[src/rtl/fetch_unit_pkg.sv]
// -----------------------------------------------------------------------------
// fetch_unit_pkg
//
// Shared definitions for the instruction fetch stage and its neighbours.
//   FETCH_PC_WIDTH    : default width of the program counter / fetch address
//   FETCH_INSTR_WIDTH : default width of one instruction word
//   RESET_PC          : first fetch address after reset (also used by decoder)
//   HALT_OPCODE       : reserved instruction value that stops fetch for good
//   fetch_state_t     : fetch stage run/halt state
// -----------------------------------------------------------------------------
package fetch_unit_pkg;

    localparam int FETCH_PC_WIDTH    = 8;
    localparam int FETCH_INSTR_WIDTH = 8;

    localparam logic [FETCH_PC_WIDTH-1:0]    RESET_PC    = 8'h00;
    localparam logic [FETCH_INSTR_WIDTH-1:0] HALT_OPCODE = 8'hFF;

    typedef enum logic {
        RUN  = 1'b0,
        HALT = 1'b1
    } fetch_state_t;

endpackage : fetch_unit_pkg

[src/rtl/fetch_unit_if.sv]
// -----------------------------------------------------------------------------
// fetch_unit_if
//
// Bundles every signal of the fetch stage except clock and reset.
//   Decoder side : stall, redirect_valid, redirect_target (to fetch)
//                  instr, instr_pc, instr_valid, halted   (from fetch)
//   Memory side  : instruction_address (from fetch, combinational)
//                  instruction_data    (to fetch, one-cycle registered read)
//
// Modports:
//   master : the fetch unit itself
//   slave  : the environment (decoder + instruction memory)
// -----------------------------------------------------------------------------
interface fetch_unit_if
    import fetch_unit_pkg::*;
#(
    parameter int PC_WIDTH    = FETCH_PC_WIDTH,
    parameter int INSTR_WIDTH = FETCH_INSTR_WIDTH
);

    // Decoder -> fetch
    logic                   stall;
    logic                   redirect_valid;
    logic [PC_WIDTH-1:0]    redirect_target;

    // Fetch <-> instruction memory
    logic [PC_WIDTH-1:0]    instruction_address;
    logic [INSTR_WIDTH-1:0] instruction_data;

    // Fetch -> decoder
    logic [INSTR_WIDTH-1:0] instr;
    logic [PC_WIDTH-1:0]    instr_pc;
    logic                   instr_valid;
    logic                   halted;

    modport master (
        input  stall,
        input  redirect_valid,
        input  redirect_target,
        input  instruction_data,
        output instruction_address,
        output instr,
        output instr_pc,
        output instr_valid,
        output halted
    );

    modport slave (
        output stall,
        output redirect_valid,
        output redirect_target,
        output instruction_data,
        input  instruction_address,
        input  instr,
        input  instr_pc,
        input  instr_valid,
        input  halted
    );

endinterface : fetch_unit_if

[src/rtl/fetch_unit.sv]
// -----------------------------------------------------------------------------
// fetch_unit
//
// Instruction fetch stage in front of a one-cycle registered instruction
// memory. Owns the program counter, absorbs the memory read latency and
// presents each instruction together with its PC and a valid flag.
// Supports decoder stall, zero-bubble redirect and a sticky halt on a
// reserved opcode.
//
// Ports:
//   clk    : sole clock, rising edge
//   reset  : synchronous, active-high
//   bus    : fetch_unit_if.master
//              stall, redirect_valid, redirect_target  (in)
//              instruction_address                      (out, combinational)
//              instruction_data                         (in, mem[prev address])
//              instr, instr_pc, instr_valid, halted     (out)
//
// Parameters:
//   PC_WIDTH, INSTR_WIDTH, RESET_PC, HALT_OPCODE
// -----------------------------------------------------------------------------
module fetch_unit
    import fetch_unit_pkg::*;
#(
    parameter int                     PC_WIDTH    = fetch_unit_pkg::FETCH_PC_WIDTH,
    parameter int                     INSTR_WIDTH = fetch_unit_pkg::FETCH_INSTR_WIDTH,
    parameter logic [PC_WIDTH-1:0]    RESET_PC    = fetch_unit_pkg::RESET_PC,
    parameter logic [INSTR_WIDTH-1:0] HALT_OPCODE = fetch_unit_pkg::HALT_OPCODE
) (
    input  logic          clk,
    input  logic          reset,
    fetch_unit_if.master  bus
);

    // -------------------------------------------------------------------------
    // State
    // -------------------------------------------------------------------------
    fetch_state_t           state_q,    state_d;
    logic [PC_WIDTH-1:0]    pc_q,       pc_d;       // next sequential address
    logic [PC_WIDTH-1:0]    pc_d1_q,    pc_d1_d;    // address issued last cycle
    logic                   valid_d1_q, valid_d1_d; // last issue was a real fetch

    // -------------------------------------------------------------------------
    // Combinational decode of the presented instruction and address mux
    // -------------------------------------------------------------------------
    logic                   presenting;   // instr/instr_pc meaningful (pre-reset-mask)
    logic                   halting;      // halt opcode consumed this cycle
    logic                   hold_addr;    // re-issuing pc_d1, so pc must not advance
    logic [PC_WIDTH-1:0]    fetch_addr;

    always_comb begin
        // NOTE: every variable assigned in a combinational block gets a
        // default first, so no path leaves it unassigned and no latch is built.
        presenting = 1'b0;
        halting    = 1'b0;
        hold_addr  = 1'b0;
        fetch_addr = pc_q;

        presenting = valid_d1_q && (state_q == RUN);
        halting    = presenting && !bus.stall && (bus.instruction_data == HALT_OPCODE);

        if (state_q == HALT || halting) begin
            // Halt wins over redirect: park on the halt instruction's address.
            fetch_addr = pc_d1_q;
            hold_addr  = 1'b1;
        end else if (bus.redirect_valid) begin
            // Redirect discards whatever is presented, stalled or not.
            fetch_addr = bus.redirect_target;
        end else if (bus.stall || !valid_d1_q) begin
            // Stall re-reads the presented instruction so it stays on the bus.
            // Right after reset nothing has been fetched yet, so the same
            // re-read path issues RESET_PC (held in pc_d1) as the first fetch
            // while pc already points one past it.
            fetch_addr = pc_d1_q;
            hold_addr  = 1'b1;
        end else begin
            fetch_addr = pc_q;
        end
    end

    // -------------------------------------------------------------------------
    // Next-state logic
    // -------------------------------------------------------------------------
    always_comb begin
        state_d    = state_q;
        pc_d       = pc_q;
        pc_d1_d    = pc_d1_q;
        valid_d1_d = valid_d1_q;

        case (state_q)
            RUN: begin
                pc_d1_d    = fetch_addr;
                valid_d1_d = !halting;
                if (!hold_addr) begin
                    // Wraps modulo 2^PC_WIDTH; memory depth is not checked.
                    pc_d = fetch_addr + PC_WIDTH'(1);
                end
                if (halting) begin
                    state_d = HALT;
                end
            end
            HALT: begin
                // Everything frozen; only reset leaves this state.
                valid_d1_d = 1'b0;
            end
            default: begin
                state_d    = RUN;
                valid_d1_d = 1'b0;
            end
        endcase
    end

    // -------------------------------------------------------------------------
    // Registers (synchronous reset)
    // -------------------------------------------------------------------------
    always_ff @(posedge clk) begin
        // NOTE: sequential state uses non-blocking assignments so every flop
        // samples the pre-edge values regardless of statement order.
        if (reset) begin
            state_q    <= RUN;
            pc_q       <= RESET_PC + PC_WIDTH'(1);
            pc_d1_q    <= RESET_PC;
            valid_d1_q <= 1'b0;
        end else begin
            state_q    <= state_d;
            pc_q       <= pc_d;
            pc_d1_q    <= pc_d1_d;
            valid_d1_q <= valid_d1_d;
        end
    end

    // -------------------------------------------------------------------------
    // Outputs
    // -------------------------------------------------------------------------
    // While reset is high the registers may still hold pre-reset values for
    // one cycle, so the visible outputs are forced to their reset values.
    // Any stall/redirect/halt seen in a reset cycle is thereby discarded.
    always_comb begin
        bus.instruction_address = reset ? RESET_PC : fetch_addr;
        bus.instr               = bus.instruction_data;
        bus.instr_pc            = reset ? RESET_PC : pc_d1_q;
        bus.instr_valid         = presenting && !reset;
        bus.halted              = (state_q == HALT) && !reset;
    end

endmodule : fetch_unit
[src/flat_wrapper.sv]
// flat-port wrapper written by rule: the top's interface ports become plain ports
module fetch_unit_flat import fetch_unit_pkg::*;
#(
    parameter int                     PC_WIDTH    = fetch_unit_pkg::FETCH_PC_WIDTH,
    parameter int                     INSTR_WIDTH = fetch_unit_pkg::FETCH_INSTR_WIDTH,
    parameter logic [PC_WIDTH-1:0]    RESET_PC    = fetch_unit_pkg::RESET_PC,
    parameter logic [INSTR_WIDTH-1:0] HALT_OPCODE = fetch_unit_pkg::HALT_OPCODE
)
  (clk, reset, bus_stall, bus_redirect_valid, bus_redirect_target, bus_instruction_data, bus_instruction_address, bus_instr, bus_instr_pc, bus_instr_valid, bus_halted);
  fetch_unit_if #(.PC_WIDTH(PC_WIDTH), .INSTR_WIDTH(INSTR_WIDTH)) bus_i ();
  input  logic clk;
  input  logic reset;
  input wire logic [$bits(bus_i.stall)-1:0] bus_stall;
  input wire logic [$bits(bus_i.redirect_valid)-1:0] bus_redirect_valid;
  input wire logic [$bits(bus_i.redirect_target)-1:0] bus_redirect_target;
  input wire logic [$bits(bus_i.instruction_data)-1:0] bus_instruction_data;
  output wire logic [$bits(bus_i.instruction_address)-1:0] bus_instruction_address;
  output wire logic [$bits(bus_i.instr)-1:0] bus_instr;
  output wire logic [$bits(bus_i.instr_pc)-1:0] bus_instr_pc;
  output wire logic [$bits(bus_i.instr_valid)-1:0] bus_instr_valid;
  output wire logic [$bits(bus_i.halted)-1:0] bus_halted;
  assign bus_i.stall = bus_stall;
  assign bus_i.redirect_valid = bus_redirect_valid;
  assign bus_i.redirect_target = bus_redirect_target;
  assign bus_i.instruction_data = bus_instruction_data;
  assign bus_instruction_address = bus_i.instruction_address;
  assign bus_instr = bus_i.instr;
  assign bus_instr_pc = bus_i.instr_pc;
  assign bus_instr_valid = bus_i.instr_valid;
  assign bus_halted = bus_i.halted;
  fetch_unit #(.PC_WIDTH(PC_WIDTH), .INSTR_WIDTH(INSTR_WIDTH), .RESET_PC(RESET_PC), .HALT_OPCODE(HALT_OPCODE)) u_core (.clk(clk), .reset(reset), .bus(bus_i));
endmodule
[config.mk]
export PLATFORM = sky130hd
export DESIGN_NAME = fetch_unit_flat
export DESIGN_NICKNAME = d
export VERILOG_FILES = /design/src/rtl/fetch_unit_pkg.sv /design/src/rtl/fetch_unit_if.sv /design/src/rtl/fetch_unit.sv /design/src/flat_wrapper.sv
export SDC_FILE = /design/constraint.sdc
export NUM_CORES = 1
export LEC_CHECK = 0
export CAP_MARGIN = 20
export CORE_ASPECT_RATIO = 1.75
export CORE_UTILIZATION = 40
export CTS_CLUSTER_SIZE = 40
export DETAILED_ROUTE_END_ITERATION = 8
export PLACE_DENSITY = 0.76
export SLEW_MARGIN = 10
export SYNTH_ARGS = -nofsm -noshare
export SYNTH_HDL_FRONTEND = slang
export SYNTH_SLANG_ARGS = --single-unit
[constraint.sdc]
create_clock -name clk -period 2.16 [get_ports clk]
set_input_delay 0.324 -clock clk [delete_from_list [all_inputs] [get_ports clk]]
set_output_delay 0.324 -clock clk [all_outputs]
set_load 0.1 [all_outputs]
==> flow_summary.json, run 1 <==
{
  "syn_area_um2": 1266,
  "antenna_left": 0,
  "timing.final.hold_violations": 0,
  "grt_use_total_pct": 30.72,
  "crit_fanout": 8,
  "cap_violations": 0,
  "cts_hold_buffers": 0,
  "min_period_ns": 2.204,
  "clock_latency_ns": 0.27,
  "cts-root-buf": "clkbuf_8",
  "ys_dominant_reg_cell": "dfxtp_1",
  "yosysUniqueCellTypes": 47,
  "irDropWorstVdd_v": 0.0004109,
  "synth_nets": 178,
  "syn_inst": 157,
  "via_per_inst": 5.914,
  "grt_overflow": 0,
  "topRoutingLayerUsed": "met4",
  "hpwlAfterDp_mm": 3.290,
  "setup_tns_ns": -0.09678,
  "dr_wl_met3_um": 284,
  "cts_inserted_buffers": 3,
  "final_area_um2": 2562,
  "hold_class": "register to register",
  "synthArstFlopShare_pct": 0,
  "start_kind": "register",
  "grt_max_degree": 31,
  "power_density_nw_per_um2": 535.9,
  "layout-drive-gt1-share_pct": 49.58,
  "reg2reg_to": "u_core.pc_q[7]$_SDFFE_PP0P_",
  "antenna_found_initial": 0,
  "wirelength_mm": 5.380,
  "nets": 258,
  "rsz0062_at_grt": "true",
  "grt_pass1_wl_mm": 7.859,
  "setup-violations-final": 4,
  "fin_ws_ns": -0.04400,
  "dieHeight_um": 76.43,
  "finalMaxSlewViolations": 0,
  "reg2reg_setup_slack_ns": 0.01,
  "yosys_register_bits": 18,
  "hold_start": "u_core.pc_q[6]$_SDFFE_PP0P_",
  "cts_sinks": 18,
  "die-area_um2": 3403,
  "fin_util_pct": 86.56,
  "critPathRequiredTime_ns": 1.84,
  "wl_met1_mm": 1.847,
  "routedWlPerCell_um": 19.35,
  "worstSetupEndpointType": "primary output",
  "route.detailed.drc": 0,
  "status": "complete, but fails checks",
  "violations": "setup timing",
  "syn_area_per_cell_um2": 8.065,
  "ys_warn_count": 0,
  "worstMarginPinSlew_ns": 0.3824,
  "core-area_um2": 2960,
  "dr_total_vias": 1644,
  "fmax_mhz": 453.7,
  "portBuffers": 45,
  "htreeDepth": 1,
  "power_mw": 1.373,
  "drtPass1Iterations": 4,
  "finalCritPeriodShare_pct": 102.0,
  "clk_pin_slew_ns": 0.08,
  "grt_pass1_vias": 1722,
  "gp_congestion": 0.8626,
  "wl_met2_mm": 2.981,
  "clock-skew-final_ns": 0.003301,
  "rows": 26,
  "criticalPathCategory": "register to primary output",
  "placed_area_um2": 2323,
  "crit-reg2reg-launch": "u_core.valid_d1_q$_SDFF_PP0_",
  "n_antenna_cell": 0,
  "rr_worst_depth": 8,
  "die_w_um": 44.53,
  "drt_iter0_markers": 113,
  "p_leak_nw": 1.031,
  "hold_end": "u_core.pc_q[6]$_SDFFE_PP0P_",
  "cts_tree": "built",
  "start_util_pct": 42.77,
  "boundaryPins": 46,
  "crit_arrival_ns": 1.88,
  "yosysSeqAreaShare_pct": 28.46,
  "area_growth_pct": 102.4,
  "synth-edff-count": 0,
  "maxSlewHeadroom_pct": 74.38,
  "clock_path_buffers": 2,
  "whs_path_depth": 2
}
final cells by class:
cell class | instances | area, µm²
timing repair buffer | 93 | 1109
fill | 137 | 397.9
inverter | 7 | 26.28
multi-input combinational | 114 | 958.4
tap | 42 | 52.55
sequential | 18 | 361.6
clock buffer | 4 | 55.05
critical path: stages, from the launching register on:
cell	delay, ns
dfxtp_2	0.34
nor2b_4	0.31
a31o_4	0.22
nor2_4	0.05
buf_6	0.14
buf_6	0.11
a211oi_4	0.23
buf_12	0.21
registers in the layout, summed over array words and instances (netlist names):
signal and cells:
u_core.pc_d1_q 8, u_core.pc_q 8, u_core.state_q 1, u_core.valid_d1_q 1
cell families (layout without fill, tap and decap cells):
family | Yosys count | after routing | synth area share, %
and+or+nand+nor | 70 | 70 | 28.95
muxes | 7 | 7 | 6.126
buffers and inverters | 25 | 104 | 10.77
xor gates and xnor gates | 1 | 1 | 0.6918
adders and majority gates | 1 | 1 | 0.9880
DFF | 18 | 18 | 28.46
AOI/OAI and AO/OA | 35 | 35 | 24.01
through the flow:
step / worst slack [ns] / hold slack, ns / instances
floorplan: -0.4268 / 0.4312 / 157
global placement: -0.3600 / 0.4398 / 266
detailed placement: -0.4359 / 0.4667 / 266
CTS: -0.001891 / 0.4804 / 275
global route: -0.1093 / 0.4800 / 278
finish: -0.04400 / 0.4711 / 278
layout by cell type (no fill, tap or decap), types with 5 or more instances in the layout:
cell type	synthesis	routed
buf_4	8	41
buf_12	0	27
dfxtp_1	18	17
nor2_1	21	14
nand2_1	13	12
clkdlybuf4s50_1	0	9
inv_1	7	7
a21oi_1	7	7
nor2_2	0	6
nor2b_1	7	6
clkdlybuf4s15_1	0	6
buf_6	1	6
nand3_1	5	5
worst max-delay path by stage:
stage / slack, ns / end / from
floorplan: -0.43 / bus_instruction_address[2] / reset
finish: -0.04 / bus_instruction_address[5] / u_core.valid_d1_q$_SDFF_PP0_
global route: -0.11 / bus_instruction_address[5] / u_core.valid_d1_q$_SDFF_PP0_
CTS: -0.002 / bus_instruction_address[4] / bus_instruction_data[1]
global placement: -0.36 / u_core.pc_q[6]$_SDFFE_PP0P_ / bus_redirect_valid
detailed placement: -0.44 / u_core.pc_q[6]$_SDFFE_PP0P_ / bus_redirect_valid
timing repair:
action | 4_1_cts | 5_1_grt
setup buffers | 6 | 3
pin swaps | 6 | 5
resized for setup | 34 | 15
endpoints found under the setup margin | 14 | 9
metal layers:
| metal | GRT usage [%] | up-vias |
|---|---|---|
| li1 | - | 720 |
| met1 | 29.79 | 795 |
| met2 | 54.71 | 103 |
| met3 | 4.502 | 26 |
| met4 | 21.82 | 0 |
| met5 | 0 | - |
Yosys cell counts, types with 2 or more instances:
library cell / n / area (µm²)
nor2_1: 21 / 78.83
dfxtp_1: 18 / 360.4
nand2_1: 13 / 48.80
buf_4: 8 / 60.06
a21oi_1: 7 / 35.03
inv_1: 7 / 26.28
nor2b_1: 7 / 43.79
a211oi_1: 5 / 37.54
nand3_1: 5 / 25.02
nor3_1: 5 / 25.02
buf_2: 4 / 20.02
o21ai_0: 4 / 20.02
a311oi_1: 3 / 26.28
clkbuf_1: 3 / 11.26
mux2i_1: 3 / 30.03
nand4_1: 3 / 18.77
or4_1: 3 / 22.52
a31oi_1: 2 / 12.51
and2_1: 2 / 12.51
and4_1: 2 / 17.52
buf_1: 2 / 7.510
mux2_2: 2 / 22.52
nand2b_1: 2 / 12.51
nand4bb_1: 2 / 22.52
o31ai_1: 2 / 15.01
power breakdown:
part	switching [mW]	internal [mW]
Sequential	0.0241	0.358
Combinational	0.410	0.289
Clock	0.130	0.163
Total	0.563	0.810
Note: power is estimated with default switching activity, not from simulation.
==> run 2, diff against run 1 <==
--- a/config.mk
+++ b/config.mk
@@ -10,6 +10,7 @@
 export CORE_UTILIZATION = 40
 export CTS_CLUSTER_SIZE = 40
 export DETAILED_ROUTE_END_ITERATION = 8
+export MAX_ROUTING_LAYER = met4
 export PLACE_DENSITY = 0.76
 export SLEW_MARGIN = 10
 export SYNTH_ARGS = -nofsm -noshare
==> run 2 against run 1 <==
Compared with the run above:
- the run still ends with setup timing left
- critical path depth is the same
- worst setup slack improved by 0.012 ns
- global-route usage fell by 0.82 points
- first-iteration DRC count fell by 36%
- final area is 0.24% lower
- cell count is 1.1% higher
- clock power about the same
- flip-flop and latch count did not move
- combinational power is 1% lower
==> flow_summary.json, run 2 (synthesis gave the netlist of run 1 again) <==
{
  "rows": 26,
  "finalCritPeriodShare_pct": 101.5,
  "grt_use_total_pct": 29.89,
  "antenna_found_initial": 0,
  "die-area_um2": 3403,
  "htreeDepth": 1,
  "grt_overflow": 0,
  "crit_arrival_ns": 1.87,
  "routedWlPerCell_um": 18.21,
  "core-area_um2": 2960,
  "criticalPathCategory": "register to primary output",
  "antenna_left": 0,
  "fin_ws_ns": -0.03174,
  "grt_pass1_wl_mm": 7.410,
  "critPathRequiredTime_ns": 1.84,
  "maxSlewHeadroom_pct": 72.48,
  "hpwlAfterDp_mm": 3.430,
  "portBuffers": 45,
  "path_buf_inv": 3,
  "final_area_um2": 2556,
  "cts_tree": "built",
  "timing.final.hold_violations": 0,
  "gp_congestion": 0.9151,
  "layout-drive-gt1-share_pct": 47.70,
  "start_kind": "register",
  "worstMarginPinSlew_ns": 0.4116,
  "worstSetupEndpointType": "primary output",
  "route.detailed.drc": 0,
  "cts-root-buf": "clkbuf_8",
  "dieHeight_um": 76.43,
  "crit_fanout": 8,
  "drt_iter0_markers": 72,
  "placed_area_um2": 2323,
  "boundaryPins": 46,
  "p_leak_nw": 1.046,
  "hold_class": "register to register",
  "crit_top_cell": "buf_6",
  "irDropWorstVdd_v": 0.0006137,
  "start_util_pct": 42.77,
  "via_per_inst": 5.808,
  "area_growth_pct": 101.9,
  "reg2reg_setup_slack_ns": 0.01,
  "reg_top3": "u_core.pc_d1_q: 8 flops, u_core.pc_q: 8 flops",
  "setup-violations-final": 3,
  "fmax_mhz": 456.3,
  "clock_latency_ns": 0.27,
  "die_w_um": 44.53,
  "slowest_stage": "dfxtp_2",
  "drtPass1Iterations": 5,
  "final_common_cell": "buf_4",
  "nets": 261,
  "wirelength_mm": 5.116,
  "status": "complete, but fails checks",
  "clk_pin_slew_ns": 0.07,
  "grt_pass1_vias": 1712,
  "slowest_delay_ns": 0.34,
  "cts_sinks": 18,
  "finalMaxSlewViolations": 0,
  "grt_max_degree": 32,
  "dr_total_vias": 1632,
  "cp_top_family": "compound AO/OA/AOI/OAI gates",
  "nFillCells": 140,
  "power_density_nw_per_um2": 534.6,
  "cap_violations": 0,
  "mostFrequentLayoutCells": "buf_4 (45), buf_12 (27), dfxtp_1 (17)",
  "min_period_ns": 2.192,
  "clock_path_buffers": 2,
  "cts_inserted_buffers": 3,
  "cp_cell_sequence": "nor2b_4 > a31o_4 > nor2_4 > buf_6 > buf_6 > a211oi_4 > buf_12",
  "rsz0062_at_grt": "true",
  "fin_util_pct": 86.35,
  "n_antenna_cell": 0,
  "clock-skew-final_ns": 0.005097,
  "violations": "setup timing"
}
-- run 2: metal layers --
metal / global-route usage (%) / share of wire [%] / up-vias
li1: - / - / 727
met1: 27.25 / 34 / 781
met2: 51.18 / 56 / 96
met3: 4.976 / 4.9 / 28
met4: 23.33 / 5.6 / 0
met5: - / 0 / -
-- run 2: final cells by class --
cell class / instances / area, µm² / area share (%)
inverter: 7 / 26.28 / 1.028
tap: 42 / 52.55 / 2.056
sequential: 18 / 361.6 / 14.15
clock buffer: 4 / 55.05 / 2.154
multi-input combinational: 114 / 942.2 / 36.86
timing repair buffer: 96 / 1119 / 43.76
-- run 2: worst paths after layout --
path	startpoint	end	depth (start not counted)
max reg2reg	u_core.valid_d1_q$_SDFF_PP0_	u_core.pc_q[6]$_SDFFE_PP0P_	10
min	u_core.pc_q[1]$_SDFFE_PP0P_	u_core.pc_q[1]$_SDFFE_PP0P_	2
max	u_core.valid_d1_q$_SDFF_PP0_	bus_instruction_address[5]	7
min reg2reg	u_core.pc_q[1]$_SDFFE_PP0P_	u_core.pc_q[1]$_SDFFE_PP0P_	2
-- run 2: stage by stage --
step | instances | TNS, ns | hold WS (ns) | total power [mW] | setup slack, ns
2_1_floorplan | 157 | -4.012 | 0.4312 | 0.7622 | -0.4268
3_3_place_gp | 266 | -3.111 | 0.4412 | 1.000 | -0.3115
3_5_place_dp | 266 | -4.324 | 0.4740 | 1.017 | -0.5154
4_1_cts | 279 | -0.07281 | 0.4847 | 1.332 | -0.04645
5_1_grt | 281 | -0.3673 | 0.5088 | 1.409 | -0.08003
6_report | 281 | -0.06911 | 0.4946 | 1.367 | -0.03174
-- run 2: worst reg2reg max path, cell delays in order (launching register included) --
cell and delay (ns):
dfxtp_2 0.34, nor2b_4 0.27, a31o_4 0.21, nor2_4 0.05, mux2i_2 0.16, inv_1 0.09
ha_2 0.19, nand2_1 0.10, or4_4 0.45, nand3_2 0.09, a21oi_1 0.08
-- run 2: what timing repair did --
| action | in CTS | in global routing |
|---|---|---|
| resized for setup | 24 | 13 |
| hold buffers | 0 | 0 |
| endpoints found under the hold margin | 0 | 0 |
| buffers inserted | 9 | 2 |
| endpoints found under the setup margin | 14 | 10 |
| pin swaps | 7 | 4 |
-- run 2: where the power goes --
group / switching, mW / internal [mW] / leakage [nW] / total, mW
clock: 0.132 / 0.163 / 0.0288 / 0.295
sequential: 0.0229 / 0.358 / 0.149 / 0.381
combinational: 0.405 / 0.285 / 0.868 / 0.690
